--- config.mk ---
export PLATFORM = sky130hd
export DESIGN_NAME = i2c_slave_regs
export DESIGN_NICKNAME = d
export VERILOG_FILES = /design/src/rtl/i2c_pkg.sv /design/src/rtl/i2c_bus_sync.sv /design/src/rtl/i2c_slave_regs.sv
export SDC_FILE = /design/constraint.sdc
export NUM_CORES = 1
export LEC_CHECK = 0
export ABC_AREA = 1
export BUFFER_PORTS_ARGS = -buffer_cell sky130_fd_sc_hd__buf_2
export CORE_UTILIZATION = 62
export DETAILED_ROUTE_END_ITERATION = 12
export GPL_TIMING_DRIVEN = 0
export PLACE_DENSITY = 0.95
export SYNTH_ARGS = -nofsm -noshare
export SYNTH_HDL_FRONTEND = slang
export SYNTH_SLANG_ARGS = --single-unit
--- constraint.sdc ---
create_clock -name clk2 -period 4.1 [get_ports clk2]
set_input_delay 0.205 -clock clk2 [delete_from_list [all_inputs] [get_ports clk2]]
set_output_delay 0.205 -clock clk2 [all_outputs]
set_load 0.005 [all_outputs]
--- src/rtl/i2c_pkg.sv ---
// Shared I2C definitions: responder state encoding, device write byte and
// bit-counter width, common to the responder and the write controller.
package i2c_pkg;

    // 7-bit address 0x5D shifted left with R/W = 0
    localparam logic [7:0] DEV_WR_BYTE = 8'hBA;

    // Wide enough to count 0..8 bit positions within a byte
    localparam int BIT_CNT_W = 4;

    typedef enum logic [3:0] {
        IDLE,
        ADDR,
        ACK_A,
        REG,
        ACK_R,
        WR_HI,
        ACK_WH,
        WR_LO,
        ACK_WL,
        RD_HI,
        MACK_H,
        RD_LO,
        MACK_L
    } i2c_state_t;

endpackage

--- src/rtl/i2c_bus_sync.sv ---
// Synchronises scl/sda into clk2 and decodes scl edges plus START/STOP.
// Events are combinational from the last sync stage and one history flop.
module i2c_bus_sync #(
    parameter int SYNC_STAGES = 2
) (
    input  logic clk2,
    input  logic reset,
    input  logic scl,
    input  logic sda,
    output logic scl_rise,
    output logic scl_fall,
    output logic start_det,
    output logic stop_det,
    output logic sda_bit
);

    logic [SYNC_STAGES-1:0] scl_pipe;
    logic [SYNC_STAGES-1:0] sda_pipe;
    logic                   scl_hist;
    logic                   sda_hist;
    logic                   scl_s;
    logic                   sda_s;

    assign scl_s = scl_pipe[SYNC_STAGES-1];
    assign sda_s = sda_pipe[SYNC_STAGES-1];

    // Sync chains and history flops; reset to an idle (released) bus
    always_ff @(posedge clk2 or negedge reset) begin
        if (!reset) begin
            scl_pipe <= '1;
            sda_pipe <= '1;
            scl_hist <= 1'b1;
            sda_hist <= 1'b1;
        end else begin
            scl_pipe <= {scl_pipe[SYNC_STAGES-2:0], scl};
            sda_pipe <= {sda_pipe[SYNC_STAGES-2:0], sda};
            scl_hist <= scl_s;
            sda_hist <= sda_s;
        end
    end

    // START/STOP require scl high on both sides of the sda transition
    assign scl_rise  =  scl_s & ~scl_hist;
    assign scl_fall  = ~scl_s &  scl_hist;
    assign start_det =  scl_s &  scl_hist & sda_hist & ~sda_s;
    assign stop_det  =  scl_s &  scl_hist & ~sda_hist & sda_s;
    assign sda_bit   =  sda_s;

endmodule

--- src/rtl/i2c_slave_regs.sv ---
// I2C register responder: device address, 8-bit register pointer, 16-bit
// word writes strobed to a register file and 16-bit word reads from it.
//
// state  | meaning
// IDLE   | ignoring the bus until the next START
// ADDR   | shifting in the address byte
// ACK_A  | acknowledging our address
// REG    | shifting in the register pointer
// ACK_R  | acknowledging the pointer
// WR_HI  | shifting in the high byte of a write word
// ACK_WH | acknowledging the high byte
// WR_LO  | shifting in the low byte; strobes the write on its 8th bit
// ACK_WL | acknowledging the low byte
// RD_HI  | driving bits [15:8] of the latched read word
// MACK_H | releasing the bus for the master ACK/NACK
// RD_LO  | driving bits [7:0]; pointer advances on its 8th bit
// MACK_L | releasing the bus for the master ACK/NACK
module i2c_slave_regs
    import i2c_pkg::*;
#(
    parameter logic [6:0] DEV_ADDR    = DEV_WR_BYTE[7:1],
    parameter int         SYNC_STAGES = 2
) (
    input  logic        clk2,
    input  logic        reset,
    input  logic        scl,
    input  logic        sda,
    output logic        sda_oe,
    output logic        wr_en,
    output logic [7:0]  wr_addr,
    output logic [15:0] wr_data,
    output logic [7:0]  rd_addr,
    input  logic [15:0] rd_data,
    output logic        busy
);

    localparam logic [BIT_CNT_W-1:0] LAST_BIT  = BIT_CNT_W'(7);
    localparam logic [BIT_CNT_W-1:0] BYTE_DONE = BIT_CNT_W'(8);

    logic                 scl_rise;
    logic                 scl_fall;
    logic                 start_det;
    logic                 stop_det;
    logic                 sda_bit;

    i2c_state_t           state;
    logic [BIT_CNT_W-1:0] cnt;
    logic [6:0]           shreg;
    logic [7:0]           byte_in;
    logic [7:0]           ptr;
    logic [7:0]           hi_byte;
    logic [15:0]          rd_word;
    logic                 rw;
    logic                 ack_on;
    logic                 mack;
    logic [3:0]           hi_idx;
    logic [2:0]           lo_idx;

    i2c_bus_sync #(
        .SYNC_STAGES (SYNC_STAGES)
    ) u_sync (
        .clk2      (clk2),
        .reset     (reset),
        .scl       (scl),
        .sda       (sda),
        .scl_rise  (scl_rise),
        .scl_fall  (scl_fall),
        .start_det (start_det),
        .stop_det  (stop_det),
        .sda_bit   (sda_bit)
    );

    // Byte as it stands after the bit being sampled on this rise
    assign byte_in = {shreg, sda_bit};
    assign hi_idx  = 4'd15 - cnt;
    assign lo_idx  = 3'd7 - cnt[2:0];
    assign rd_addr = ptr;

    // Protocol FSM with registered bus drive and register-file strobes
    always_ff @(posedge clk2 or negedge reset) begin
        if (!reset) begin
            state   <= IDLE;
            cnt     <= '0;
            shreg   <= '0;
            ptr     <= '0;
            hi_byte <= '0;
            rd_word <= '0;
            rw      <= 1'b0;
            ack_on  <= 1'b0;
            mack    <= 1'b0;
            sda_oe  <= 1'b0;
            wr_en   <= 1'b0;
            wr_addr <= '0;
            wr_data <= '0;
            busy    <= 1'b0;
        end else begin
            wr_en <= 1'b0;
            if (start_det) begin
                state  <= ADDR;
                cnt    <= '0;
                ack_on <= 1'b0;
                sda_oe <= 1'b0;
                busy   <= 1'b1;
            end else if (stop_det) begin
                state  <= IDLE;
                sda_oe <= 1'b0;
                busy   <= 1'b0;
            end else begin
                case (state)
                    IDLE: ;

                    ADDR, REG, WR_HI, WR_LO: begin
                        if (scl_rise) begin
                            shreg <= byte_in[6:0];
                            cnt   <= cnt + 1'b1;
                            if (cnt == LAST_BIT) begin
                                cnt    <= '0;
                                ack_on <= 1'b0;
                                case (state)
                                    ADDR: begin
                                        if (byte_in[7:1] == DEV_ADDR) begin
                                            rw    <= byte_in[0];
                                            state <= ACK_A;
                                        end else begin
                                            // Not ours: stay quiet, busy holds until STOP
                                            state <= IDLE;
                                        end
                                    end
                                    REG: begin
                                        ptr   <= byte_in;
                                        state <= ACK_R;
                                    end
                                    WR_HI: begin
                                        hi_byte <= byte_in;
                                        state   <= ACK_WH;
                                    end
                                    default: begin
                                        wr_en   <= 1'b1;
                                        wr_addr <= ptr;
                                        wr_data <= {hi_byte, byte_in};
                                        ptr     <= ptr + 8'd1;
                                        state   <= ACK_WL;
                                    end
                                endcase
                            end
                        end
                    end

                    // First fall pulls SDA low, the fall after the 9th rise releases it
                    ACK_A, ACK_R, ACK_WH, ACK_WL: begin
                        if (scl_fall) begin
                            if (!ack_on) begin
                                sda_oe <= 1'b1;
                                ack_on <= 1'b1;
                            end else begin
                                ack_on <= 1'b0;
                                cnt    <= '0;
                                case (state)
                                    ACK_A: begin
                                        if (rw) begin
                                            rd_word <= rd_data;
                                            sda_oe  <= ~rd_data[15];
                                            state   <= RD_HI;
                                        end else begin
                                            sda_oe <= 1'b0;
                                            state  <= REG;
                                        end
                                    end
                                    ACK_R: begin
                                        sda_oe <= 1'b0;
                                        state  <= WR_HI;
                                    end
                                    ACK_WH: begin
                                        sda_oe <= 1'b0;
                                        state  <= WR_LO;
                                    end
                                    default: begin
                                        sda_oe <= 1'b0;
                                        state  <= WR_HI;
                                    end
                                endcase
                            end
                        end
                    end

                    // Bit 15 was placed on entry; each later fall places the next bit
                    RD_HI: begin
                        if (scl_rise) begin
                            cnt <= cnt + 1'b1;
                        end else if (scl_fall) begin
                            if (cnt == BYTE_DONE) begin
                                sda_oe <= 1'b0;
                                mack   <= 1'b0;
                                state  <= MACK_H;
                            end else begin
                                sda_oe <= ~rd_word[hi_idx];
                            end
                        end
                    end

                    RD_LO: begin
                        if (scl_rise) begin
                            cnt <= cnt + 1'b1;
                            if (cnt == LAST_BIT) begin
                                ptr <= ptr + 8'd1;
                            end
                        end else if (scl_fall) begin
                            if (cnt == BYTE_DONE) begin
                                sda_oe <= 1'b0;
                                mack   <= 1'b0;
                                state  <= MACK_L;
                            end else begin
                                sda_oe <= ~rd_word[{1'b0, lo_idx}];
                            end
                        end
                    end

                    MACK_H, MACK_L: begin
                        if (scl_rise) begin
                            mack <= ~sda_bit;
                        end else if (scl_fall) begin
                            cnt <= '0;
                            if (!mack) begin
                                sda_oe <= 1'b0;
                                state  <= IDLE;
                            end else if (state == MACK_H) begin
                                sda_oe <= ~rd_word[7];
                                state  <= RD_LO;
                            end else begin
                                // Pointer already advanced, so this fetches the next word
                                rd_word <= rd_data;
                                sda_oe  <= ~rd_data[15];
                                state   <= RD_HI;
                            end
                        end
                    end

                    default: state <= IDLE;
                endcase
            end
        end
    end

endmodule

# Yosys cells after proc, flatten, opt, wreduce, memory -nomap -nowiden

Cells that the tools add are included.

Flip-flop bits (word level): 83
Latch bits: 0
Memory bits (writable): 0
Memory bits (read-only): 0
Output and inout bits: 35
Logic and storage cells: 207
Memories: 0

$add $sub $neg: 4
Multipliers: 0
Divide/modulo/power cells: 0
$lt $le $gt $ge: 2
Equality and inequality tests: 53
Shift-type cells: 0
Mux-type cells: 87
Bitwise operators: 18
Reduce and logical (&&, ||, !) cells: 25

Operator list:

| operator                                             | number |
|---|---|
| two-way mux 16 bit                                   | 8 |
| two-way mux 4 bit                                    | 25 |
| != test 4 bit (second input constant)                | 12 |
| two-way mux 1 bit                                    | 36 |
| two-way mux 8 bit                                    | 4 |
| != test 2 bit (second input constant)                | 16 |
| case mux 16 bit (2 select lines)                     | 1 |
| case mux 8 bit (2 select lines)                      | 2 |
| equality test 4 bit (second input constant)          | 6 |
| case mux 4 bit (6 select lines)                      | 1 |
| AND reduction 8 bit                                  | 3 |
| != test 3 bit (second input constant)                | 7 |
| equality test 4 x 3 -> 1 bit (second input constant) | 5 |
| case mux 4 bit (4 select lines)                      | 1 |
| AND reduction 7 bit                                  | 2 |
| AND reduction 13 bit                                 | 1 |
| case mux 4 bit (3 select lines)                      | 1 |
| AND reduction 6 bit                                  | 2 |
| NOT 1 bit                                            | 11 |
| AND reduction 11 bit                                 | 1 |
| adder 8 x 1 -> 8 bit (second input constant)         | 1 |
| equality test 4 x 2 -> 1 bit (second input constant) | 2 |
| case mux 4 bit (2 select lines)                      | 1 |
| nonzero test 2 bit                                   | 4 |
| 24 further kinds                                     | 36 |

# Logic depth before layout (Yosys ltp)

Gate-level depths: netlist (run 1).

Word-level depth: 10
Mapped depth: 12
Mapped depth without buffers: 12

# By module

From an unflattened synthesis (run 1), not the netlist that was laid out.

Cells, all modules: 532
Area total of the unflattened synthesis: 4,307.9 sq um

Modules (own cells, without submodules):

| module         | times used | cells each | area an instance (sq um) | seq. area each (sq um) |
|---|---|---|---|---|
| i2c_slave_regs | 1          | 515        | 4,108.9                  | 1,926.8 |
| i2c_bus_sync   | 1          | 17         | 198.9                    | 157.7 |

# Worst setup path before layout (run 1)

OpenSTA, ideal clock, no wires.

Kind: register to register
Start: reg cnt[1]
End: reg wr_addr[1]
Setup time: 0.127 ns
Arrival time: 1.538 ns
Data required time: 3.973 ns
Slack: 2.434 ns
Cell stages (with the launch flop): 9
Buffers on the path: 1
Clock period less this slack: 1.666 ns
Cells stage by stage: dfrtp_1 -> ha_1 -> nand2_1 -> nor2_1 -> nand2_1 -> inv_2 -> nand4_2 -> buf_6 -> mux2_1

Cells in the longest elaborated chain, start to end: 2

RTL lines:

| element                       | RTL line              | text |
|---|---|---|
| start, declared               | i2c_slave_regs.sv:47  | `logic [BIT_CNT_W-1:0] cnt;` |
| start signal, assigned        | i2c_slave_regs.sv:115 | `cnt <= cnt + 1'b1;` |
| start signal, assigned        | i2c_slave_regs.sv:189 | `cnt <= cnt + 1'b1;` |
| start signal, assigned        | i2c_slave_regs.sv:203 | `cnt <= cnt + 1'b1;` |
| equality test 4 x 3 -> 1 bit  | i2c_slave_regs.sv:116 | `if (cnt == LAST_BIT) begin` |
| AND reduction 6 bit (no line) | -                     |  |
| end signal, assigned          | i2c_slave_regs.sv:139 | `wr_addr <= ptr;` |
| end, declared                 | i2c_slave_regs.sv:30  | `output logic [7:0] wr_addr,` |

Every way passes these cells.
A chain may end at the register's enable or synchronous reset.

# Worst setup path after layout (run 1)

Start: reg cnt[1]
End: reg hi_byte[3]

Cells in the longest elaborated chain, start to end: 2

RTL lines:

| element                       | RTL line              | text |
|---|---|---|
| equality test 4 x 3 -> 1 bit  | i2c_slave_regs.sv:116 |  |
| AND reduction 6 bit (no line) | -                     |  |
| end signal, assigned          | i2c_slave_regs.sv:134 | `hi_byte <= byte_in;` |
| end, declared                 | i2c_slave_regs.sv:51  | `logic [7:0] hi_byte;` |

Every way passes these cells.

==> flow_summary.toml, run 1 <==
[global_routing]
grt_use_total_pct = 29.8
first_global_vias = 3652
overflow = 0
grt_max_degree = 52
antenna_found_initial = 0
grt_first_pass_wirelength_mm = 16.7

[die]
core_mm2 = 0.00649
pin_count = 55
rows = 29
die_area_mm2 = 0.00719
initial_core_util_pct = 65.4
die_x_um = 84.8
die_h_um = 84.8

[logic_synthesis]
async_flop_share_pct = 100
synth-compound-area-share_pct = 12.6
synthCells = 521
ys_seq_area_share_pct = 49.1
avgSynthCellArea_um2 = 8.16
yosysWarnings = 0
yosys-top-cells-area = "dfrtp_1 (45%), nand2_1 (13%), inv_1 (6.1%)"
synth_largest_area_cell = "dfrtp_1"
synth_edf_count = 0
synth.area.mux_share_pct = 2.62
synth-simple-area-share_pct = 25.3
synth_cell_type_count = 35
synth_ff_type = "dfrtp_1"
synthAdderAreaFrac_pct = 0.883
yosys-top-cells-count = "nand2_1 (149), dfrtp_1 (77), inv_1 (69)"
synth_top_area_share_pct = 45.3
synth_area_mm2 = 0.00425
synth.most_common_cell = "nand2_1"
synth.net_count = 544
ys_ff_latch = 83
yosys.area_share.xor_xnor_pct = 0.618
synth_top_family_by_area = "simple AND/OR/NAND/NOR gates"

[setup_path]
cp-start-kind = "flop"
rrSetupSlack_ns = 1.97
crit_required_ns = 4.35
crit_path_end_kind = "flop"
crit_arrival_ns = 2.38
cp_max_fo = 10
worstSetupPathType = "flop to flop"

[clock_tree]
cts_resized = 0
cts_tree = "yes"
clk_latency_ns = 0.36
clockBufferDepth = 2
htreeDepth = 3
clockRootBuffer = "clkbuf_8"
cts_sinks = 83
clk_pin_slew_ns = 0.10
cts_hold_buf = 3
numCtsBuffers = 9
post_cts_buffers = 0

[status]
status = "finished, violations left"
failed_checks = "design-rule violations"

[final_layout]
regArea_mm2 = 0.00208
synthToLayoutAreaGrowth_pct = 16.0
final_util_pct = 75.9
fill_cells = 456
drive_above_1_share_pct = 21.8
multi_input_area_mm2 = 0.00179
nNetsFinal = 613
antenna_cells = 0

[power]
peakVddDrop_mv = 0.377
p_clk_share_pct = 38.4
p_per_area_mw_per_mm2 = 387
swShare_pct = 28.3
p_seq_share_pct = 46.3
power.switching_uw = 538
p_comb_share_pct = 15.3
p_leak_nw = 2.68
intPower_mw = 1.37

[timing]
report.final.setup_viol = 0
tightest_slew_ns = 0.521
finalHoldViolations = 0
fmax_ghz = 0.468
slew_headroom_pct = 65.3
rsz0062_at_grt = "no"
fin_setup_tns_ns = 0
min_period_ns = 2.14
clock_skew_ns = 0.0186
period_share_pct = 52.1
drv_slew = 0

[placed_design]
place_congestion = 0.954
hpwl_mm = 6.93
io_buffers = 54

[detailed_routing]
first_pass_iters = 9
wire_per_inst_um = 14.8
ant_nets = 0
drt_iter0_drc = 337
totalWireLength_mm = 9.94
viasPerCell = 5.73
drc = 4
num_vias = 3849

[worst_hold_path]
hold_path.class = "input pin to flop"

[flow_run]
drv_cap = 0
==> layer usage <==
metal	up-vias	track usage (%)	part of all wire, %
li1	1804	-	-
met1	1829	36.6	41
met2	179	51.4	50
met3	37	5.01	5.6
met4	0	14.0	3.3
met5	-	0	0
==> critical path: stages, from the launching register on <==
cell      delay [ns]
dfrtp_1         0.51
ha_1            0.22
nand2_1         0.06
nor2_1          0.20
nand2_1         0.15
inv_2           0.13
nand2_1         0.19
clkbuf_1        0.26
o21ai_0         0.30
==> power by group through the flow <==
stage               registers, mW  clock network, mW  logic, mW
global route                0.886              0.774      0.332
CTS                         0.882              0.739      0.291
global placement            0.895                  0      0.273
finish                      0.883              0.731      0.292
detailed placement          0.898                  0      0.283
floorplan                   0.890                  0      0.202
==> cell families after synthesis <==
kind of cell | after synthesis
simple gates | 246
buf+inv | 90
compound gates | 86
flops | 83
mux | 10
xor+xnor | 3
fa+ha+maj | 3
==> sequential cells by signal, summed over array words and instances (netlist names) <==
| signal | flops |
|---|---|
| u_sync.scl_hist | 1 |
| mack | 1 |
| wr_en | 1 |
| rd_addr | 8 |
| state | 4 |
| cnt | 4 |
| busy | 1 |
| sda_oe | 1 |
| rw | 1 |
| rd_word | 16 |
| u_sync.sda_hist | 1 |
| shreg | 7 |
| wr_addr | 8 |
| hi_byte | 8 |
| u_sync.scl_pipe | 2 |
| u_sync.sda_pipe | 2 |
| ack_on | 1 |
| wr_data | 16 |
==> area by class of cell <==
| type | instances | share of cell area [%] |
|---|---|---|
| flip-flops and latches | 83 | 42.3 |
| repair buffers | 58 | 6.70 |
| clock buffers | 9 | 2.51 |
| plain buffers | 13 | 1.83 |
| multi-input cells | 348 | 36.2 |
| inverters | 77 | 5.87 |
| clock inverters | 7 | 2.59 |
| well taps | 77 | 1.96 |
==> cells in the final DEF (no fill, tap or decap), drive strengths merged, types with 3 or more instances in the layout <==
cell,synthesis,layout
nand3,45,45
clkbuf,4,13
inv,76,80
mux2,9,9
dlygate4sd3,0,3
a22oi,3,3
buf,9,64
o211ai,3,3
dfstp,6,6
a21oi,11,11
o21ai,67,67
nor2,36,36
dfrtp,77,77
bufinv,0,3
xor2,3,3
nand2,155,155
ha,3,3
nor3,7,7
==> metrics by stage <==
| step | setup WS [ns] | power, mW | std cells | instance area, µm² | hold slack (ns) |
|---|---|---|---|---|---|
| after floorplan | 2.43 | 1.09 | 521 | 4250 | -0.0906 |
| after global routing | 1.82 | 1.99 | 672 | 4930 | 0.0751 |
| after detailed placement | 2.07 | 1.18 | 653 | 4650 | 0.179 |
| after CTS | 2.00 | 1.91 | 672 | 4930 | 0.0635 |
| final | 1.97 | 1.91 | 672 | 4930 | 0.0764 |
| after global placement | 2.14 | 1.17 | 652 | 4620 | 0.312 |
==> worst paths after layout <==
kind                               startpoint            endpoint  cells after the start
hold reg to reg            u_sync.scl_pipe[0]  u_sync.scl_pipe[1]                      0
setup reg to reg                       cnt[1]          hi_byte[3]                      8
setup / recovery                       cnt[1]          hi_byte[3]                      8
max in group asynchronous               reset     u_sync.sda_hist                      3
hold / removal                     rd_data[0]          rd_word[0]                      3
min in group asynchronous               reset          hi_byte[2]                      2
Power figures use the tool's default switching activity.
==> run 2, diff against run 1 <==
CORE_UTILIZATION = 58   (was 62)
PLACE_DENSITY = 0.92   (was 0.95)
clock period = 2.2 ns   (was 4.1 ns; I/O delays follow)
==> flow_summary.toml, run 2 (same netlist as run 1, synthesis figures left out) <==
[status]
status = "finished, final reports clean"

[global_routing]
antenna_found_initial = 0
grt_first_pass_wirelength_mm = 16.2
grt_max_degree = 43
overflow = 0
grt_use_total_pct = 27.4
first_global_vias = 3665

[setup_path]
crit_arrival_ns = 2.26
worstSetupPathType = "flop to flop"
r2r-start = "cnt[1]"
cp-start-kind = "flop"
crit_required_ns = 2.43
cp_max_fo = 10
critPathLaunch = "cnt[1]"
crit_path_end_kind = "flop"

[clock_tree]
cts_resized = 0
htreeDepth = 3
clk_latency_ns = 0.35
cts_tree = "yes"
clockBufferDepth = 2
clockRootBuffer = "clkbuf_8"
numCtsBuffers = 9
cts_sinks = 83
clk_pin_slew_ns = 0.09

[die]
die_h_um = 87.6
core_mm2 = 0.00694
initial_core_util_pct = 61.2
pin_count = 55
die_area_mm2 = 0.00767
die_x_um = 87.6
rows = 30

[power]
p_per_area_mw_per_mm2 = 657
p_leak_nw = 2.70
fin_total_pwr_mw = 3.30
peakVddDrop_mv = 0.493

[timing]
tightest_slew_ns = 0.525
drv_slew = 0
slew_headroom_pct = 65.0
fmax_ghz = 0.494
report.final.setup_viol = 0
rsz0062_at_grt = "no"
finalHoldViolations = 0
min_period_ns = 2.02
hold_slack_ns = 0.0110
fin_setup_tns_ns = 0
layout_setup_ws_ns = 0.175
clock_skew_ns = 0.0116
period_share_pct = 92.0

[placed_design]
placed_cells = 672
placed_area_mm2 = 0.00466
io_buffers = 54
hpwl_mm = 6.89
dp_slack_ns = 0.211
place_congestion = 0.878

[detailed_routing]
drt_iter0_drc = 179
viasPerCell = 5.45
totalWireLength_mm = 9.69
wl_met1_mm = 4.02
wl_met3_um = 569
wl_met2_mm = 4.85
wire_per_inst_um = 13.7
maxUsedRoutingLayer = "met4"
first_pass_iters = 5
num_vias = 3842
ant_nets = 0
drc = 0

[final_layout]
synthToLayoutAreaGrowth_pct = 18.3
stdcell_area_mm2 = 0.00503
drive_above_1_share_pct = 21.0
mostFrequentLayoutCell = "nand2_1"
antenna_cells = 0
mostFrequentLayoutCells = "nand2_1 (149), dfrtp_1 (77), inv_1 (69)"
final_cells = 705
nNetsFinal = 627
top_regs = "rd_word (16), wr_data (16)"
final_util_pct = 72.4

[worst_hold_path]
hold_path.class = "input pin to flop"
min_from = "rd_data[6]"

[flow_run]
drv_cap = 0
[run 2: changes by cell type in the layout (fill, tap and decap cells not counted)]
cell	change
inv_6	-2
inv_8	-1
clkbuf_1	+2
dlygate4sd3_1	+14
buf_12	+1
bufinv_16	-2
buf_16	-1
clkinvlp_4	+2
clkinv_4	+1
[run 2: cell type report]
class,instances,area [µm²]
tap,96,120
timing repair buffer,72,463
fill,477,1920
inverter,77,289
clock inverter,5,62.6
clock buffer,11,131
sequential,83,2080
multi-input combinational,348,1790
buffer,13,90.1
[run 2: timing repair]
item                       4_1_cts  5_1_grt
buffers inserted                 0        0
hold buffers                    17        0
setup endpoints to repair        0        0
hold endpoints to repair        54        0
[run 2: layer usage]
layer	GRT usage [%]	vias to the layer above
met2	48.3	152
met4	10.9	0
met3	6.13	26
li1	-	1823
met5	0	-
met1	32.6	1841
[run 2: worst max-delay path, cell delays in order, from the launching register on]
cell and delay [ns]:
dfrtp_1 0.50, ha_1 0.22, nand2_1 0.07, nor2_1 0.19, nand2_1 0.16, inv_2 0.13, nand4_2 0.11, buf_6 0.19
buf_4 0.17, nand2_1 0.07, o21ai_0 0.08
[run 2: power breakdown]
group / switching, mW / internal (mW) / total [mW]
combinational: 0.371 / 0.198 / 0.569
sequential: 0.0520 / 1.59 / 1.64
clock: 0.559 / 0.532 / 1.09
[run 2: final timing paths]
path	to	depth (start not counted)	slack (ns)
setup / recovery	wr_data[7]	10	0.18
setup reg to reg	wr_data[7]	10	0.18
hold / removal	rd_word[6]	3	0.01
max in group asynchronous	u_sync.scl_hist	3	1.26
min in group asynchronous	wr_data[13]	2	0.27
hold reg to reg	u_sync.scl_pipe[1]	0	0.36
